### src/rtl/reposicao_pkg.sv
// Shared types and default constants for the replenishment scheduler.
package reposicao_pkg;

   typedef enum logic [1:0] {
      StIdle = 2'd0,
      StFill = 2'd1,
      StDone = 2'd2
   } state_e;

   localparam int unsigned FULL_LVL_DEF = 10;
   localparam int unsigned LOW_LVL_DEF  = 3;
   localparam int unsigned TIMEOUT_DEF  = 15;

endpackage

### src/rtl/rr_arbiter.sv
// Combinational round-robin arbiter: first requester at or after rr_ptr, wrapping.
module rr_arbiter #(
   parameter int unsigned N_SLOTS = 4,
   localparam int unsigned PTR_W  = $clog2(N_SLOTS)
) (
   input  logic [N_SLOTS-1:0] req,
   input  logic [PTR_W-1:0]   rr_ptr,
   output logic [PTR_W-1:0]   grant,
   output logic               any_req
);

   int unsigned idx;

   // Scan from the farthest offset down so the nearest requester wins last.
   always_comb begin
      grant   = '0;
      idx     = 0;
      any_req = |req;
      for (int unsigned k = 0; k < N_SLOTS; k++) begin
         idx = (32'(rr_ptr) + (N_SLOTS - 1 - k)) % N_SLOTS;
         if (req[PTR_W'(idx)]) grant = PTR_W'(idx);
      end
   end

endmodule

### src/rtl/reposicao_controller.sv
// Replenishment scheduler: round-robin refill of low slots over a valid/ready supply port.
// Optional stall abort enabled by defining REPOSICAO_TIMEOUT_EN.
module reposicao_controller
   import reposicao_pkg::*;
#(
   parameter int unsigned N_SLOTS  = 4,
   parameter int unsigned QTY_W    = 4,
   parameter int unsigned FULL_LVL = FULL_LVL_DEF,
   parameter int unsigned LOW_LVL  = LOW_LVL_DEF,
   parameter int unsigned TIMEOUT  = TIMEOUT_DEF,
   localparam int unsigned PTR_W   = $clog2(N_SLOTS)
) (
   input  logic                     CLK,
   input  logic                     RST,
   input  logic [N_SLOTS*QTY_W-1:0] stock_lvl,
   input  logic                     supply_ready,
   output logic                     supply_valid,
   output logic [PTR_W-1:0]         supply_slot,
   output logic [QTY_W-1:0]         remaining,
   output logic                     busy,
   output logic                     done,
   output logic                     error
);

   state_e             state_q, state_d;
   logic [PTR_W-1:0]   slot_q, slot_d;
   logic [PTR_W-1:0]   ptr_q, ptr_d;
   logic [QTY_W-1:0]   rem_q, rem_d;
   logic [N_SLOTS-1:0] req;
   logic [PTR_W-1:0]   grant;
   logic [QTY_W-1:0]   grant_lvl;
   logic               any_req;
   logic               hs;
   logic               timeout_hit;

   always_comb begin
      req       = '0;
      grant_lvl = '0;
      for (int unsigned i = 0; i < N_SLOTS; i++) begin
         req[i] = stock_lvl[i*QTY_W +: QTY_W] < QTY_W'(LOW_LVL);
         if (PTR_W'(i) == grant) grant_lvl = stock_lvl[i*QTY_W +: QTY_W];
      end
   end

   rr_arbiter #(
      .N_SLOTS (N_SLOTS)
   ) u_arb (
      .req     (req),
      .rr_ptr  (ptr_q),
      .grant   (grant),
      .any_req (any_req)
   );

   assign supply_valid = (state_q == StFill);
   assign busy         = (state_q != StIdle);
   assign done         = (state_q == StDone);
   assign supply_slot  = slot_q;
   assign remaining    = rem_q;
   assign hs           = supply_valid & supply_ready;

`ifdef REPOSICAO_TIMEOUT_EN
   localparam int unsigned STALL_W = $clog2(TIMEOUT + 1);

   logic [STALL_W-1:0] stall_q, stall_d;
   logic               err_q;

   // The cycle that would make the TIMEOUT-th consecutive stall aborts on its closing edge.
   assign timeout_hit = supply_valid && !supply_ready && (stall_q == STALL_W'(TIMEOUT - 1));

   always_comb begin
      stall_d = stall_q;
      if (!supply_valid || supply_ready) stall_d = '0;
      else                               stall_d = stall_q + STALL_W'(1);
   end

   always_ff @(posedge CLK or posedge RST) begin
      if (RST) begin
         stall_q <= '0;
         err_q   <= 1'b0;
      end else begin
         stall_q <= stall_d;
         err_q   <= timeout_hit;
      end
   end

   assign error = err_q;
`else
   logic unused_timeout;

   assign unused_timeout = (TIMEOUT == 0);
   assign timeout_hit    = 1'b0;
   assign error          = 1'b0;
`endif

   always_comb begin
      state_d = state_q;
      slot_d  = slot_q;
      rem_d   = rem_q;
      ptr_d   = ptr_q;
      unique case (state_q)
         StIdle: begin
            if (any_req) begin
               slot_d  = grant;
               rem_d   = QTY_W'(FULL_LVL) - grant_lvl;
               state_d = StFill;
            end
         end
         StFill: begin
            if (timeout_hit) begin
               state_d = StDone;
            end else if (hs) begin
               rem_d = rem_q - QTY_W'(1);
               if (rem_q == QTY_W'(1)) state_d = StDone;
            end
         end
         StDone: begin
            ptr_d   = (slot_q == PTR_W'(N_SLOTS - 1)) ? '0 : slot_q + PTR_W'(1);
            state_d = StIdle;
         end
         default: state_d = StIdle;
      endcase
   end

   always_ff @(posedge CLK or posedge RST) begin
      if (RST) begin
         state_q <= StIdle;
         slot_q  <= '0;
         ptr_q   <= '0;
         rem_q   <= '0;
      end else begin
         state_q <= state_d;
         slot_q  <= slot_d;
         ptr_q   <= ptr_d;
         rem_q   <= rem_d;
      end
   end

endmodule
### config.mk
export PLATFORM = sky130hd
export DESIGN_NAME = reposicao_controller
export DESIGN_NICKNAME = d
export VERILOG_FILES = /design/src/rtl/reposicao_pkg.sv /design/src/rtl/rr_arbiter.sv /design/src/rtl/reposicao_controller.sv
export SDC_FILE = /design/constraint.sdc
export NUM_CORES = 1
export LEC_CHECK = 0
export BUFFER_PORTS_ARGS = -buffer_cell sky130_fd_sc_hd__buf_2
export CAP_MARGIN = 10
export CORE_UTILIZATION = 43
export CTS_CLUSTER_DIAMETER = 80
export DETAILED_ROUTE_END_ITERATION = 10
export GPL_ROUTABILITY_DRIVEN = 0
export PLACE_DENSITY = 0.7
export SLEW_MARGIN = 5
export SYNTH_ARGS = -nofsm -noshare
export SYNTH_HDL_FRONTEND = slang
export SYNTH_SLANG_ARGS = --single-unit
### constraint.sdc
create_clock -name CLK -period 2 [get_ports CLK]
set_input_delay 0.2 -clock CLK [delete_from_list [all_inputs] [get_ports CLK]]
set_output_delay 0.2 -clock CLK [all_outputs]
set_load 0.02 [all_outputs]
==> impl_metrics.toml, run 1 <==
[global_routing]
grt_remaining_overflow = 0
grt_usage_pct = 23.05
grt_max_degree = 11
grt_pass1_vias = 802
antenna_found_initial = 0
grt_pass1_wl_um = 3270

[timing]
min_period_ns = 2.079
clock.fmax_mhz = 481.1
rsz0062_at_grt = "yes"
whs_ns = 0.2705
final.setup_skew_ns = 0.007332
period_share_pct = 103.9
report.final.slew_viol_count = 0
fin_ws_ns = -0.07863
setup_violations = 3
hold_viol = 0

[power_and_ir_drop]
p_int_mw = 0.7141
switchingPower_mw = 0.5336
powerDensity_nw_per_um2 = 1062
clkPwrFrac_pct = 15.0
seqPwrFrac_pct = 29.9
power.leakage_nw = 0.5996
swShare_pct = 42.77
power_frac_comb_pct = 55.1
ir_worst_vdd_uv = 454.7

[synth]
synthSimpleGateAreaFrac_pct = 13.28
synth.most_common_cell = "dfrtp_1"
synth-edff-count = 0
synth_top_family_by_area = "compound AO/OA/AOI/OAI gates"
yosysWarningCount = 0
ys.flop_type = "dfrtp_1"
synth.area.top_cells = "dfrtp_1 (33%), mux2i_1 (7.9%), ha_1 (6.6%), nand2_1 (3.9%), a211oi_2 (3.3%)"
synthesis.nets = 103
ys_seq_area_share_pct = 32.79
synthArstFlopShare_pct = 100.0
synthTopCellsByCount = "dfrtp_1 (10), nand2_1 (8), inv_1 (6), mux2i_1 (6)"
ys_types = 36
synth_cells = 80
synthesis.area_um2 = 763.2
synth-compound-area-share_pct = 26.39
synth_seq_cells = 10
synth-xor-area-share_pct = 2.295
syn_avg_cell_area_um2 = 9.540
synthMuxAreaShare_pct = 12.79
synthAdderAreaFrac_pct = 6.557
synth_area_leader_cell = "dfrtp_1"
synth_top_area_share_pct = 32.79

[layout]
final_cells = 148
multi_input_area_um2 = 516.7
fillCellCount = 116
n_antenna_cell = 0
finish.utilization_pct = 74.52
area_growth_pct = 53.93
num-nets-final = 156
area.sequential_um2 = 250.2
drive_gt1_share_pct = 53.03

[setup_path]
path_class = "register to register"
r2r-start = "ptr_q[0]$_DFFE_PP0P_"
max_stage_delay_ns = 0.42
critPathRequiredTime_ns = 2.14
start_kind = "register"
path_cells = "o221a_1 -> o22ai_4 -> mux2i_1 -> mux2_4 -> clkinv_4 -> ha_4 -> xor2_1 -> nand2_1 -> a21oi_2 -> a211oi_2"
cp_slowest_cell = "dfrtp_1"
worstSetupStartpoint = "ptr_q[0]$_DFFE_PP0P_"
cp-end-kind = "register"
cp.arrival_ns = 2.22
cp_max_fo = 5

[clock_network]
clock_latency_ns = 0.28
cts_tree = "yes"
clock_path_buffers = 2
htreeDepth = 1
clk_pin_slew_worst_paths_ns = 0.07
cts_buffers = 3
cts-root-buf = "clkbuf_4"
clock_sinks = 10

[placement]
port_buffers = 27
dp_hpwl_um = 1578
dp.cells = 142

[min_path]
hold_start = "supply_ready"
hold_class = "input port to register"

[floorplan]
die_width_um = 44.13
core_um2 = 1577
start_util_pct = 48.41
ioPinCount = 29
dieArea_um2 = 1947
fp.dieH_um = 44.13
row_count = 14

[drt]
wl_um = 1986
firstDrtPassIters = 6
ant_nets = 0
wl_per_cell_um = 13.42
vias_per_cell = 5.277
route.detailed.drc = 0
vias = 781
drt_iter0_drc = 17

[flow_run]
cap_violations = 0

[run_status]
outcome = "complete, but fails checks"
violations = "setup timing"
## worst max-delay path: cells and delay by family, from the launching register on
kind	cells	cell delay, ns
mux	2	0.45
compound gates	4	0.68
buf+inv	1	0.06
fa+ha+maj	1	0.15
flops	1	0.42
simple gates	1	0.08
xor+xnor	1	0.13
## flip-flops by register name, indices dropped and copies added, names as in the netlist
name	count
remaining	4
ptr_q	2
state_q	2
supply_slot	2
## power by group through the flow
| stage | registers [mW] | clock network (mW) | logic [mW] |
|---|---|---|---|
| 2_1_floorplan | 0.426 | 0 | 0.364 |
| 3_3_place_gp | 0.369 | 0 | 0.634 |
| 3_5_place_dp | 0.377 | 0 | 0.651 |
| 4_1_cts | 0.371 | 0.184 | 0.683 |
| 5_1_grt | 0.381 | 0.196 | 0.754 |
| 6_report | 0.372 | 0.188 | 0.688 |
## metrics by stage
stage / worst slack, ns / area [µm²] / total power [mW] / setup TNS [ns]
after floorplan: -0.09612 / 803.3 / 0.7895 / -0.1465
after global placement: -0.2112 / 1105 / 1.003 / -1.257
after detailed placement: -0.3640 / 1105 / 1.028 / -1.721
after CTS: -0.1473 / 1167 / 1.238 / -0.2982
after global routing: -0.2104 / 1175 / 1.331 / -0.5797
final: -0.07863 / 1175 / 1.248 / -0.09907
## cells by family (layout without fill, tap and decap cells)
kind of cell	count (synthesis)	count (layout)
mux	9	9
other cells	1	1
simple gates	21	21
buf+inv	10	62
fa+ha+maj	4	4
xor+xnor	2	2
compound gates	23	23
flops	10	10
## per-layer routing
layer | part of all wire, % | up-vias | wire length (µm) | track usage (%)
met5 | 0 | - | 0 | 0
met2 | 53 | 26 | 1059 | 43.24
met3 | 3.6 | 2 | 72 | 4.898
li1 | - | 392 | - | -
met4 | 0.96 | 0 | 19 | 10.30
met1 | 42 | 361 | 835 | 24.30
## final timing paths
check / cells past startpoint / endpoint / slack (ns)
worst max-delay path: 10 / remaining[2]$_DFFE_PP0P_ / -0.08
worst min-delay path: 3 / state_q[1]$_DFFE_PP0P_ / 0.27
worst max register to register: 10 / remaining[2]$_DFFE_PP0P_ / -0.08
worst min register to register: 1 / state_q[1]$_DFFE_PP0P_ / 0.53
max in group asynchronous: 3 / ptr_q[1]$_DFFE_PP0P_ / 1.28
min in group asynchronous: 3 / state_q[1]$_DFFE_PP0P_ / 0.45
## cells in the final DEF, fill, tap and decap left out, types with 2 or more instances in the layout
| master | n |
|---|---|
| nand3_1 | 2 |
| a21oi_2 | 2 |
| clkbuf_4 | 3 |
| a21oi_1 | 2 |
| inv_1 | 6 |
| or2_2 | 2 |
| a31oi_1 | 2 |
| o21ai_0 | 2 |
| mux2i_1 | 6 |
| ha_1 | 3 |
| dfrtp_1 | 10 |
| a211o_1 | 2 |
| nand2_1 | 8 |
| buf_4 | 21 |
| mux2_4 | 2 |
| a211oi_2 | 2 |
| nor2b_1 | 2 |
| buf_2 | 27 |
| nor2_1 | 4 |
## final cells by class
class | count | share of cell area, %
well taps | 16 | 1.704
repair buffers | 50 | 26.73
clock buffers | 4 | 3.088
inverters | 8 | 3.195
multi-input cells | 60 | 43.98
flip-flops and latches | 10 | 21.30
## what timing repair did
| action | in CTS | in global routing |
|---|---|---|
| endpoints found under the hold margin | 10 | 0 |
| pin swaps | 6 | 7 |
| gates cloned | 0 | 0 |
| endpoints found under the setup margin | 5 | 7 |
| resized for setup | 2 | 2 |
| buffers inserted | 1 | 0 |
| hold buffers | 1 | 0 |
Power figures use the tool's default switching activity.
==> inputs of run 2 (changes only) <==
--- a/config.mk
+++ b/config.mk
@@ -11,6 +11,7 @@
 export CTS_CLUSTER_DIAMETER = 80
 export DETAILED_ROUTE_END_ITERATION = 10
 export GPL_ROUTABILITY_DRIVEN = 0
+export MAX_ROUTING_LAYER = met4
 export PLACE_DENSITY = 0.7
 export SLEW_MARGIN = 5
 export SYNTH_ARGS = -nofsm -noshare
==> run 2 against run 1 <==
Net effect:
- the flow still finishes with violations (setup timing)
- non-clock buffer count did not move
- first-iteration DRC count fell by 29%
- utilization did not move
- die area did not move
- clock power barely moved
- register-to-register slack barely moved
- hold slack got worse by 0.016 ns
- cell area did not move
- largest cell class unchanged
- highest routed layer unchanged
==> impl_metrics.toml, run 2 (same netlist as run 1, synthesis figures left out) <==
[run_status]
outcome = "complete, but fails checks"
violations = "setup timing"

[global_routing]
antenna_found_initial = 0
busiest_layer = "met2"
grt_usage_pct = 23.76
grt_max_degree = 11
grt_use_met1_pct = 24.30
grt_remaining_overflow = 0
use_met3_pct = 4.898
grt_pass1_wl_um = 3270
grt_pass1_vias = 801
use_met2_pct = 43.24

[clock_network]
cts-root-buf = "clkbuf_4"
clock_latency_ns = 0.28
clk_pin_slew_worst_paths_ns = 0.07
cts_buffers = 3
cts_tree = "yes"
htreeDepth = 1
clock_path_buffers = 2
clock_sinks = 10

[timing]
whs_ns = 0.2545
fin_ws_ns = -0.07510
clock.fmax_mhz = 481.9
rsz0062_at_grt = "yes"
hold_viol = 0
min_period_ns = 2.075
period_share_pct = 103.8
report.final.slew_viol_count = 0
setup_violations = 3
final.setup_skew_ns = 0.009802

[setup_path]
cp_max_fo = 5
cp-end-kind = "register"
path_class = "register to register"
cp_slowest_cell = "dfrtp_1"
start_kind = "register"
max_stage_delay_ns = 0.42
cp_num_buf_inv = 1
cp.arrival_ns = 2.22
path_cells = "o221a_1 -> o22ai_4 -> mux2i_1 -> mux2_4 -> clkinv_4 -> ha_4 -> xor2_1 -> nand2_1 -> a21oi_2 -> a211oi_2"
critPathRequiredTime_ns = 2.14
path_delay_family = "compound AO/OA/AOI/OAI gates"

[power_and_ir_drop]
power.leakage_nw = 0.5996
ir_worst_vdd_uv = 454.3
finalPower_mw = 1.247
powerDensity_nw_per_um2 = 1061

[floorplan]
row_count = 14
die_width_um = 44.13
dieArea_um2 = 1947
start_util_pct = 48.41
fp.dieH_um = 44.13
ioPinCount = 29
core_um2 = 1577

[min_path]
hold_class = "input port to register"

[drt]
route.detailed.drc = 0
ant_nets = 0
wl_um = 1996
vias_per_cell = 5.250
drt_iter0_drc = 12
wl_per_cell_um = 13.49
firstDrtPassIters = 6
vias = 777

[placement]
port_buffers = 27
dp.cells = 142
placed_area_um2 = 1105
dp_hpwl_um = 1578

[layout]
multi_input_area_um2 = 516.7
drive_gt1_share_pct = 53.03
num-nets-final = 156
n_antenna_cell = 0
fin_area_um2 = 1175
layout_commonest_cell = "buf_2"
area_growth_pct = 53.93
mostFrequentLayoutCells = "buf_2 (27), buf_4 (21), dfrtp_1 (10)"
largest_reg_flops = 4
fillCellCount = 116
final_cells = 148
area.sequential_um2 = 250.2

[flow_run]
cap_violations = 0
-- run 2: cell counts in the layout (fill, tap and decap cells not counted) --
No cell type changed its count.
-- run 2: what timing repair did --
action | 4_1_cts | 5_1_grt
buffers inserted | 1 | 0
endpoints found under the hold margin | 10 | 0
setup endpoints to repair | 5 | 7
pin swaps | 6 | 7
hold buffers | 1 | 0
resized for setup | 2 | 2
-- run 2: layout make-up --
| cell class | count | share of cell area (%) |
|---|---|---|
| inverter | 8 | 3.195 |
| timing repair buffer | 50 | 26.73 |
| multi-input combinational | 60 | 43.98 |
| sequential | 10 | 21.30 |
| clock buffer | 4 | 3.088 |
| tap | 16 | 1.704 |
-- run 2: final timing paths --
check                                         start                  endpoint  slack, ns  cells after the start
min reg2reg                remaining[3]$_DFFE_PP0P_    state_q[1]$_DFFE_PP0P_       0.53                      1
max                            ptr_q[0]$_DFFE_PP0P_  remaining[2]$_DFFE_PP0P_      -0.08                     10
max in group asynchronous                       RST      ptr_q[0]$_DFFE_PP0P_       1.27                      3
min in group asynchronous                       RST    state_q[1]$_DFFE_PP0P_       0.45                      3
min                                    supply_ready    state_q[1]$_DFFE_PP0P_       0.25                      3
max reg2reg                    ptr_q[0]$_DFFE_PP0P_  remaining[2]$_DFFE_PP0P_      -0.08                     10
-- run 2: metal layers --
layer	part of all wire (%)	routed length, µm
met2	53	1054
met3	2.5	49
met1	43	856
met5	0	0
met4	1.8	36
-- run 2: worst min-delay path, cell delays in order --
cell,delay (ns)
buf_2,0.13
nand2_1,0.10
nor4b_1,0.06
-- run 2: report_power, final --
group | internal, mW | leakage (nW) | switching, mW
logic | 0.322 | 0.457 | 0.366
registers | 0.281 | 0.122 | 0.0916
clock network | 0.111 | 0.0210 | 0.0751
-- run 2: per-stage QoR --
stage	utilization (%)	worst slack [ns]	TNS, ns
floorplan	-	-0.09612	-0.1465
global placement	70.08	-0.2112	-1.257
detailed placement	70.08	-0.3640	-1.721
CTS	74.05	-0.1473	-0.2982
global route	74.52	-0.2104	-0.5797
finish	74.52	-0.07510	-0.1004
